**src/rtl/vga_pixel_reader.sv**
```systemverilog
// vga_pixel_reader
// Consumer side of the pixel line FIFO. It pulls words through a 2-entry
// prefetch buffer that hides the FIFO's one-cycle read latency. It returns one
// registered pixel per VGA request and tracks screen position and underruns.
//
// Build option: define PIXEL_READER_UNDERRUN_CNT_EN to generate the saturating
// 16-bit underrun counter. Without it, underrun_cnt is tied to zero.
//
// Handshake rules:
//   FIFO side
//     A read is accepted in any cycle where fifo_rd && !fifo_empty.
//     The accepted word appears on fifo_rd_data in the next cycle, and is
//     written into the buffer tail at the end of that cycle.
//     fifo_rd is never raised while fifo_empty is high.
//   VGA side
//     pix_req is a demand with no back-pressure.
//     Every request seen in PRIME or STREAM produces pix_valid one cycle later.
//     If the buffer was empty, the pixel is UNDERRUN_PIX.
//
// x_cnt / y_cnt report the screen position of the pixel currently on
// pix_data. The internal next-position counters (nx / ny) are what wrap at
// the end of a frame and clear on frame_start.
//
// dbg_state exposes the FSM: 0 = IDLE, 1 = PRIME, 2 = STREAM.

module vga_pixel_reader #(
  parameter int             B            = 8,
  parameter int             H_ACTIVE     = 640,
  parameter int             V_ACTIVE     = 480,
  parameter logic [B-1:0]   UNDERRUN_PIX = '0
) (
  input  logic                        clk,
  input  logic                        rst_n,
  input  logic                        frame_start,
  input  logic                        pix_req,
  input  logic                        fifo_empty,
  input  logic [B-1:0]                fifo_rd_data,
  output logic                        fifo_rd,
  output logic [B-1:0]                pix_data,
  output logic                        pix_valid,
  output logic [$clog2(H_ACTIVE)-1:0] x_cnt,
  output logic [$clog2(V_ACTIVE)-1:0] y_cnt,
  output logic                        underrun,
  output logic                        frame_done,
  output logic                        frame_err,
  output logic [15:0]                 underrun_cnt,
  output logic [1:0]                  dbg_state
);

  localparam int            XW     = $clog2(H_ACTIVE);
  localparam int            YW     = $clog2(V_ACTIVE);
  localparam logic [XW-1:0] X_LAST = XW'(H_ACTIVE - 1);
  localparam logic [YW-1:0] Y_LAST = YW'(V_ACTIVE - 1);

  typedef enum logic [1:0] {
    S_IDLE   = 2'd0,
    S_PRIME  = 2'd1,
    S_STREAM = 2'd2
  } state_t;

  state_t        state;
  state_t        state_nxt;

  // Prefetch buffer: buf0 is the head, buf1 the tail.
  logic [B-1:0]  buf0;
  logic [B-1:0]  buf1;
  logic [B-1:0]  buf0_nxt;
  logic [B-1:0]  buf1_nxt;
  logic [1:0]    occ;
  logic [1:0]    occ_nxt;
  logic          inflight;

  // Position of the next pixel to be delivered.
  logic [XW-1:0] nx;
  logic [YW-1:0] ny;

  logic          active;
  logic          pop;
  logic          starve;
  logic          serve;
  logic          last_pix;
  logic [2:0]    level;
  logic [1:0]    hold;

  assign dbg_state = state;

  // FSM state register
  always_ff @(posedge clk) begin
    if (!rst_n) begin
      state <= S_IDLE;
    end else begin
      state <= state_nxt;
    end
  end

  // FSM next-state.
  // frame_start wins over end-of-frame, so a restart never falls back to IDLE.
  always_comb begin
    state_nxt = state;
    case (state)
      S_IDLE: begin
        if (frame_start) begin
          state_nxt = S_PRIME;
        end
      end
      S_PRIME: begin
        if (frame_start) begin
          state_nxt = S_PRIME;
        end else if (serve && last_pix) begin
          state_nxt = S_IDLE;
        end else if (occ_nxt == 2'd2) begin
          state_nxt = S_STREAM;
        end
      end
      S_STREAM: begin
        if (frame_start) begin
          state_nxt = S_PRIME;
        end else if (serve && last_pix) begin
          state_nxt = S_IDLE;
        end
      end
      default: state_nxt = S_IDLE;
    endcase
  end

  // FSM outputs: request classification and the FIFO read strobe.
  // level is the buffer fill once this cycle's pop and capture are applied.
  always_comb begin
    active   = (state != S_IDLE);
    pop      = active && pix_req && (occ != 2'd0);
    starve   = active && pix_req && (occ == 2'd0);
    serve    = pop || starve;
    last_pix = (nx == X_LAST) && (ny == Y_LAST);
    level    = 3'(occ) + 3'(inflight) - 3'(pop);
    hold     = occ - 2'(pop);
    occ_nxt  = level[1:0];
    fifo_rd  = active && !fifo_empty && (level < 3'd2);
  end

  // Next buffer contents.
  // Shift on pop, then drop any arriving word into the first free slot.
  always_comb begin
    buf0_nxt = buf0;
    buf1_nxt = buf1;
    if (pop) begin
      buf0_nxt = buf1;
    end
    if (inflight) begin
      if (hold == 2'd0) begin
        buf0_nxt = fifo_rd_data;
      end else begin
        buf1_nxt = fifo_rd_data;
      end
    end
  end

  // Buffer, occupancy and in-flight tracking.
  // All of it is discarded on reset.
  always_ff @(posedge clk) begin
    if (!rst_n) begin
      buf0     <= '0;
      buf1     <= '0;
      occ      <= 2'd0;
      inflight <= 1'b0;
    end else begin
      buf0     <= buf0_nxt;
      buf1     <= buf1_nxt;
      occ      <= occ_nxt;
      inflight <= fifo_rd && !fifo_empty;
    end
  end

  // Next-pixel position.
  // Advances on every delivered pixel, starved or not, wraps at end of frame,
  // and restarts on frame_start.
  always_ff @(posedge clk) begin
    if (!rst_n) begin
      nx <= '0;
      ny <= '0;
    end else if (frame_start) begin
      nx <= '0;
      ny <= '0;
    end else if (serve) begin
      if (nx == X_LAST) begin
        nx <= '0;
        ny <= (ny == Y_LAST) ? '0 : ny + YW'(1);
      end else begin
        nx <= nx + XW'(1);
      end
    end
  end

  // Registered pixel outputs and status flags.
  always_ff @(posedge clk) begin
    if (!rst_n) begin
      pix_data   <= '0;
      pix_valid  <= 1'b0;
      x_cnt      <= '0;
      y_cnt      <= '0;
      underrun   <= 1'b0;
      frame_done <= 1'b0;
      frame_err  <= 1'b0;
    end else begin
      pix_valid  <= serve;
      frame_done <= serve && last_pix;
      frame_err  <= frame_start && active;

      if (pop) begin
        pix_data <= buf0;
      end else if (starve) begin
        pix_data <= UNDERRUN_PIX;
      end

      // A request coincident with frame_start is reported at its old position.
      if (serve) begin
        x_cnt <= nx;
        y_cnt <= ny;
      end else if (frame_start) begin
        x_cnt <= '0;
        y_cnt <= '0;
      end

      if (frame_start) begin
        underrun <= 1'b0;
      end else if (starve) begin
        underrun <= 1'b1;
      end
    end
  end

`ifdef PIXEL_READER_UNDERRUN_CNT_EN
  // Lifetime underrun count.
  // It saturates at all-ones and is cleared only by reset.
  always_ff @(posedge clk) begin
    if (!rst_n) begin
      underrun_cnt <= 16'd0;
    end else if (starve && (underrun_cnt != 16'hFFFF)) begin
      underrun_cnt <= underrun_cnt + 16'd1;
    end
  end
`else
  assign underrun_cnt = 16'd0;
`endif

endmodule

```
**config.mk**
```make
export PLATFORM = sky130hd
export DESIGN_NAME = vga_pixel_reader
export DESIGN_NICKNAME = d
export VERILOG_FILES = /design/src/rtl/vga_pixel_reader.sv
export SDC_FILE = /design/constraint.sdc
export NUM_CORES = 1
export LEC_CHECK = 0
export ABC_AREA = 1
export BUFFER_PORTS_ARGS = -buffer_cell sky130_fd_sc_hd__buf_2
export CAP_MARGIN = 40
export CORE_ASPECT_RATIO = 0.75
export CORE_UTILIZATION = 49
export CTS_CLUSTER_SIZE = 30
export DETAILED_ROUTE_END_ITERATION = 16
export GPL_TIMING_DRIVEN = 1
export PLACE_DENSITY = 0.83
export REMOVE_ABC_BUFFERS = 1
export SYNTH_ARGS = -nofsm -noshare
export SYNTH_HDL_FRONTEND = slang
export SYNTH_SLANG_ARGS = --single-unit
```
**constraint.sdc**
```tcl
create_clock -name clk -period 2.6 [get_ports clk]
set_input_delay 0.26 -clock clk [delete_from_list [all_inputs] [get_ports clk]]
set_output_delay 0.26 -clock clk [all_outputs]
set_load 0.01 [all_outputs]
```
==> metrics.json <==
{
  "run_status": {"value": "finished, violations left"},
  "violations": {"value": "setup timing"},
  "final_max_slew_viol_count": {"value": 0},
  "cts_sinks": {"value": 71},
  "globalRouteTotalUtil": {"value": 21.4, "unit": "%"},
  "routed_wire_length_per_instance": {"value": 12.4, "unit": "microns"},
  "layout.area.seq": {"value": 1430, "unit": "sq um"},
  "worst_slack": {"value": -0.0645, "unit": "ns"},
  "synth_cell_type_count": {"value": 41},
  "timing.hold.ws": {"value": 0.160, "unit": "ns"},
  "switching_share": {"value": 24.1, "unit": "%"},
  "multi_input_comb_area": {"value": 1460, "unit": "sq um"},
  "post-route-util": {"value": 60.4, "unit": "%"},
  "port-buffer-count": {"value": 46},
  "overflow": {"value": 0},
  "worstSetupPathType": {"value": "reg2out"},
  "worst_setup_hold_path_clk_slew": {"value": 0.07, "unit": "ns"},
  "worstPathRequired": {"value": 2.34, "unit": "ns"},
  "core.rowCount": {"value": 24},
  "synth-async-reset-ratio": {"value": 0, "unit": "%"},
  "synthesis.area": {"value": 3170, "unit": "sq um"},
  "report.final.setup_viol": {"value": 1},
  "number_of_enable_flip_flop_cells_after_synthesis": {"value": 0},
  "synthToLayoutAreaGrowth": {"value": 14.8, "unit": "%"},
  "seqPwrFrac": {"value": 50.6, "unit": "%"},
  "vias_per_cell": {"value": 5.14},
  "h_tree_lvls": {"value": 3},
  "max_clk_rate": {"value": 375, "unit": "MHz"},
  "gp_routability_congestion": {"value": 0.844},
  "io_pins": {"value": 63},
  "dieArea": {"value": 6810, "unit": "sq um"},
  "worst_setup_path_start_kind": {"value": "flip-flop"},
  "worst_hold_path.num_cells": {"value": 3},
  "die_h": {"value": 71.7, "unit": "microns"},
  "power_frac_clock": {"value": 40.7, "unit": "%"},
  "post_synthesis_cell_count": {"value": 405},
  "synth.yosys.seq_area_share": {"value": 44.8, "unit": "%"},
  "p_leak": {"value": 0.00152, "unit": "uW"},
  "detailed_place_hpwl": {"value": 4.79, "unit": "mm"},
  "clock_skew": {"value": 0.00574, "unit": "ns"},
  "most_frequently_used_flop_master_after_synthesis": {"value": "sky130_fd_sc_hd__dfxtp_1"},
  "critical_path_peak_fanout": {"value": 5},
  "preCtsSetupSlack": {"value": 0.143, "unit": "ns"},
  "filler_cell_count": {"value": 551},
  "net-switching-power": {"value": 538, "unit": "uW"},
  "power_density": {"value": 613, "unit": "nW/um^2"},
  "floorplan.initialDensity": {"value": 52.6, "unit": "%"},
  "worst_ir_drop_vdd": {"value": 0.302, "unit": "mV"},
  "cp-end-kind": {"value": "primary output"},
  "cts_buffer_depth": {"value": 2},
  "ys.warnings.count": {"value": 0},
  "cp.arrival": {"value": 2.40, "unit": "ns"},
  "synth.ff_latch_count": {"value": 71},
  "finalPower": {"value": 2230, "unit": "uW"},
  "final-hold-violation-count": {"value": 0},
  "clockRootBuffer": {"value": "sky130_fd_sc_hd__clkbuf_8"},
  "numCtsBuffers": {"value": 9},
  "number_of_remaining_drc_errors": {"value": 0},
  "detailedRoute.firstIterationViolations": {"value": 182},
  "p_int": {"value": 1700, "unit": "uW"},
  "timing.final.crit_share": {"value": 102, "unit": "%"},
  "layout.nets": {"value": 474},
  "syn_area_per_cell": {"value": 7.84, "unit": "sq um"},
  "die-width": {"value": 94.9, "unit": "microns"},
  "vias": {"value": 2778},
  "combinationalPowerShare": {"value": 8.7, "unit": "%"},
  "drt.antenna.violating_nets": {"value": 0},
  "diodes": {"value": 0},
  "grt_first_pass_wirelength": {"value": 11.2, "unit": "mm"},
  "worstRegToRegCells": {"value": 9},
  "antenna_found_initial": {"value": 0},
  "clkLatencyLatePin": {"value": 0.34, "unit": "ns"},
  "tritoncts": {"value": "done"},
  "pin_count_of_the_biggest_net_entering_global_routing": {"value": 39},
  "hp-class": {"value": "in2reg"},
  "min_period": {"value": 2.66, "unit": "ns"},
  "core": {"value": 6040, "unit": "sq um"},
  "rsz_0062_raised_after_global_routing": {"value": "yes"},
  "detail_route.wirelength": {"value": 6.72, "unit": "mm"},
  "firstDrtPassIters": {"value": 5},
  "maxCapViolations": {"value": 0},
  "grt_pass1_vias": {"value": 2500},
  "final_layout_size_suffix_gt1_share": {"value": 20.3, "unit": "%"}
}
[routing by layer]
| metal | GRT usage, % | part of all wire [%] | routed length, microns |
|---|---|---|---|
| met4 | 8.08 | 1.8 | 124 |
| met5 | 0 | 0 | 0 |
| met3 | 6.69 | 4.9 | 327 |
| met1 | 25.9 | 46 | 3090 |
| met2 | 35.8 | 47 | 3180 |
[registers in the layout (all words and copies together) (netlist names), 2 cells and up]
signal     count
pix_data       8
y_cnt          9
buf0           8
nx            10
dbg_state      2
occ            2
buf1           8
x_cnt         10
ny             9
[layout make-up]
| class | instances | area share [%] |
|---|---|---|
| repair buffers | 54 | 7.96 |
| flip-flops and latches | 71 | 39.1 |
| well taps | 78 | 2.68 |
| clock inverters | 3 | 1.10 |
| inverters | 42 | 4.43 |
| clock buffers | 13 | 4.63 |
| multi-input cells | 279 | 40.1 |
[placed cells by master (no fill, tap or decap), types with 2 or more instances in the layout]
| master | count |
|---|---|
| sky130_fd_sc_hd__dfxtp_1 | 69 |
| sky130_fd_sc_hd__nand2_1 | 68 |
| sky130_fd_sc_hd__nor2_1 | 47 |
| sky130_fd_sc_hd__buf_2 | 46 |
| sky130_fd_sc_hd__inv_1 | 36 |
| sky130_fd_sc_hd__nand3_1 | 26 |
| sky130_fd_sc_hd__a21oi_1 | 26 |
| sky130_fd_sc_hd__o21ai_0 | 22 |
| sky130_fd_sc_hd__conb_1 | 16 |
| sky130_fd_sc_hd__o21ai_1 | 14 |
| sky130_fd_sc_hd__nand4_1 | 12 |
| sky130_fd_sc_hd__clkbuf_8 | 12 |
| sky130_fd_sc_hd__buf_4 | 8 |
| sky130_fd_sc_hd__xor2_1 | 7 |
| sky130_fd_sc_hd__nor3_1 | 7 |
| sky130_fd_sc_hd__a32o_1 | 5 |
| sky130_fd_sc_hd__nor2_4 | 3 |
| sky130_fd_sc_hd__inv_2 | 3 |
| sky130_fd_sc_hd__clkinv_2 | 3 |
| sky130_fd_sc_hd__nor3_2 | 2 |
| sky130_fd_sc_hd__o21ai_2 | 2 |
| sky130_fd_sc_hd__a21oi_2 | 2 |
| sky130_fd_sc_hd__o21bai_1 | 2 |
| sky130_fd_sc_hd__ha_1 | 2 |
[power groups by stage]
stage	registers, uW	logic, uW	clock network (uW)
6_report	1130	195	908
5_1_grt	1130	221	963
3_5_place_dp	1150	190	0
2_1_floorplan	1150	119	0
3_3_place_gp	1150	186	0
4_1_cts	1130	196	922
[kinds of logic after synthesis]
kind of cell / Yosys count / share of synthesized area, %
flip-flops: 71 / 44.8
buffers and inverters: 70 / 11.3
XOR/XNOR: 8 / 2.21
AND/OR/NAND/NOR: 174 / 25.6
AO/OA/AOI/OAI: 77 / 14.2
adder cells (fa/ha/maj): 4 / 1.81
other: 1 / 0.118
[what timing repair did]
action                     in CTS  in global routing
gates resized for setup         4                  1
pin swaps                       4                  0
setup buffers                   2                  0
setup endpoints to repair       1                  1
cloned                          0                  0
hold buffers                    0                  0
[through the flow]
| stage | std cells | setup TNS [ns] | cell area, sq um |
|---|---|---|---|
| 2_1_floorplan | 392 | -0.0325 | 3030 |
| 4_1_cts | 540 | -0.0863 | 3640 |
| 3_3_place_gp | 522 | 0 | 3410 |
| 6_report | 540 | -0.0645 | 3640 |
| 5_1_grt | 540 | -0.225 | 3640 |
| 3_5_place_dp | 522 | 0 | 3410 |
[Yosys cell counts, types with 2 or more instances]
library cell               instances  area share, %
sky130_fd_sc_hd__o21ai_0          22            3.5
sky130_fd_sc_hd__a21oi_2           2           0.55
sky130_fd_sc_hd__o21bai_1          2           0.47
sky130_fd_sc_hd__xor2_1            7            1.9
sky130_fd_sc_hd__a21oi_1          26            4.1
sky130_fd_sc_hd__dfxtp_1          71             45
sky130_fd_sc_hd__buf_4            18            4.3
sky130_fd_sc_hd__nor3_2            2           0.63
sky130_fd_sc_hd__nor2_1           47            5.6
sky130_fd_sc_hd__buf_2             7            1.1
sky130_fd_sc_hd__o21ai_1          14            2.2
sky130_fd_sc_hd__nor2_4            3            1.1
sky130_fd_sc_hd__nand3_1          26            4.1
sky130_fd_sc_hd__nand2_1          68            8.0
sky130_fd_sc_hd__nand4_1          12            2.4
sky130_fd_sc_hd__inv_2             3           0.35
sky130_fd_sc_hd__clkbuf_1          2           0.24
sky130_fd_sc_hd__o21ai_2           3           0.83
sky130_fd_sc_hd__a32o_1            5            1.6
sky130_fd_sc_hd__ha_1              3            1.2
sky130_fd_sc_hd__inv_1            36            4.3
sky130_fd_sc_hd__nor3_1            7            1.1
[critical path: stages, from the launching register on]
cell and delay [ns]:
sky130_fd_sc_hd__dfxtp_4 0.37, sky130_fd_sc_hd__nor2_4 0.15, sky130_fd_sc_hd__nor2_8 0.05, sky130_fd_sc_hd__o21ai_4 0.06, sky130_fd_sc_hd__or2_1 0.14, sky130_fd_sc_hd__nand2_1 0.05, sky130_fd_sc_hd__ha_2 0.17, sky130_fd_sc_hd__fa_1 0.51
sky130_fd_sc_hd__or3_1 0.34, sky130_fd_sc_hd__nor2_1 0.09, sky130_fd_sc_hd__buf_2 0.13
[final timing paths]
path                    from        to  slack (ns)
max             dbg_state[0]   fifo_rd       -0.06
min          fifo_rd_data[2]   buf0[2]        0.16
max reg2reg     dbg_state[0]  inflight        0.57
min reg2reg          buf1[0]   buf1[0]        0.45
Power figures use the tool's default switching activity.
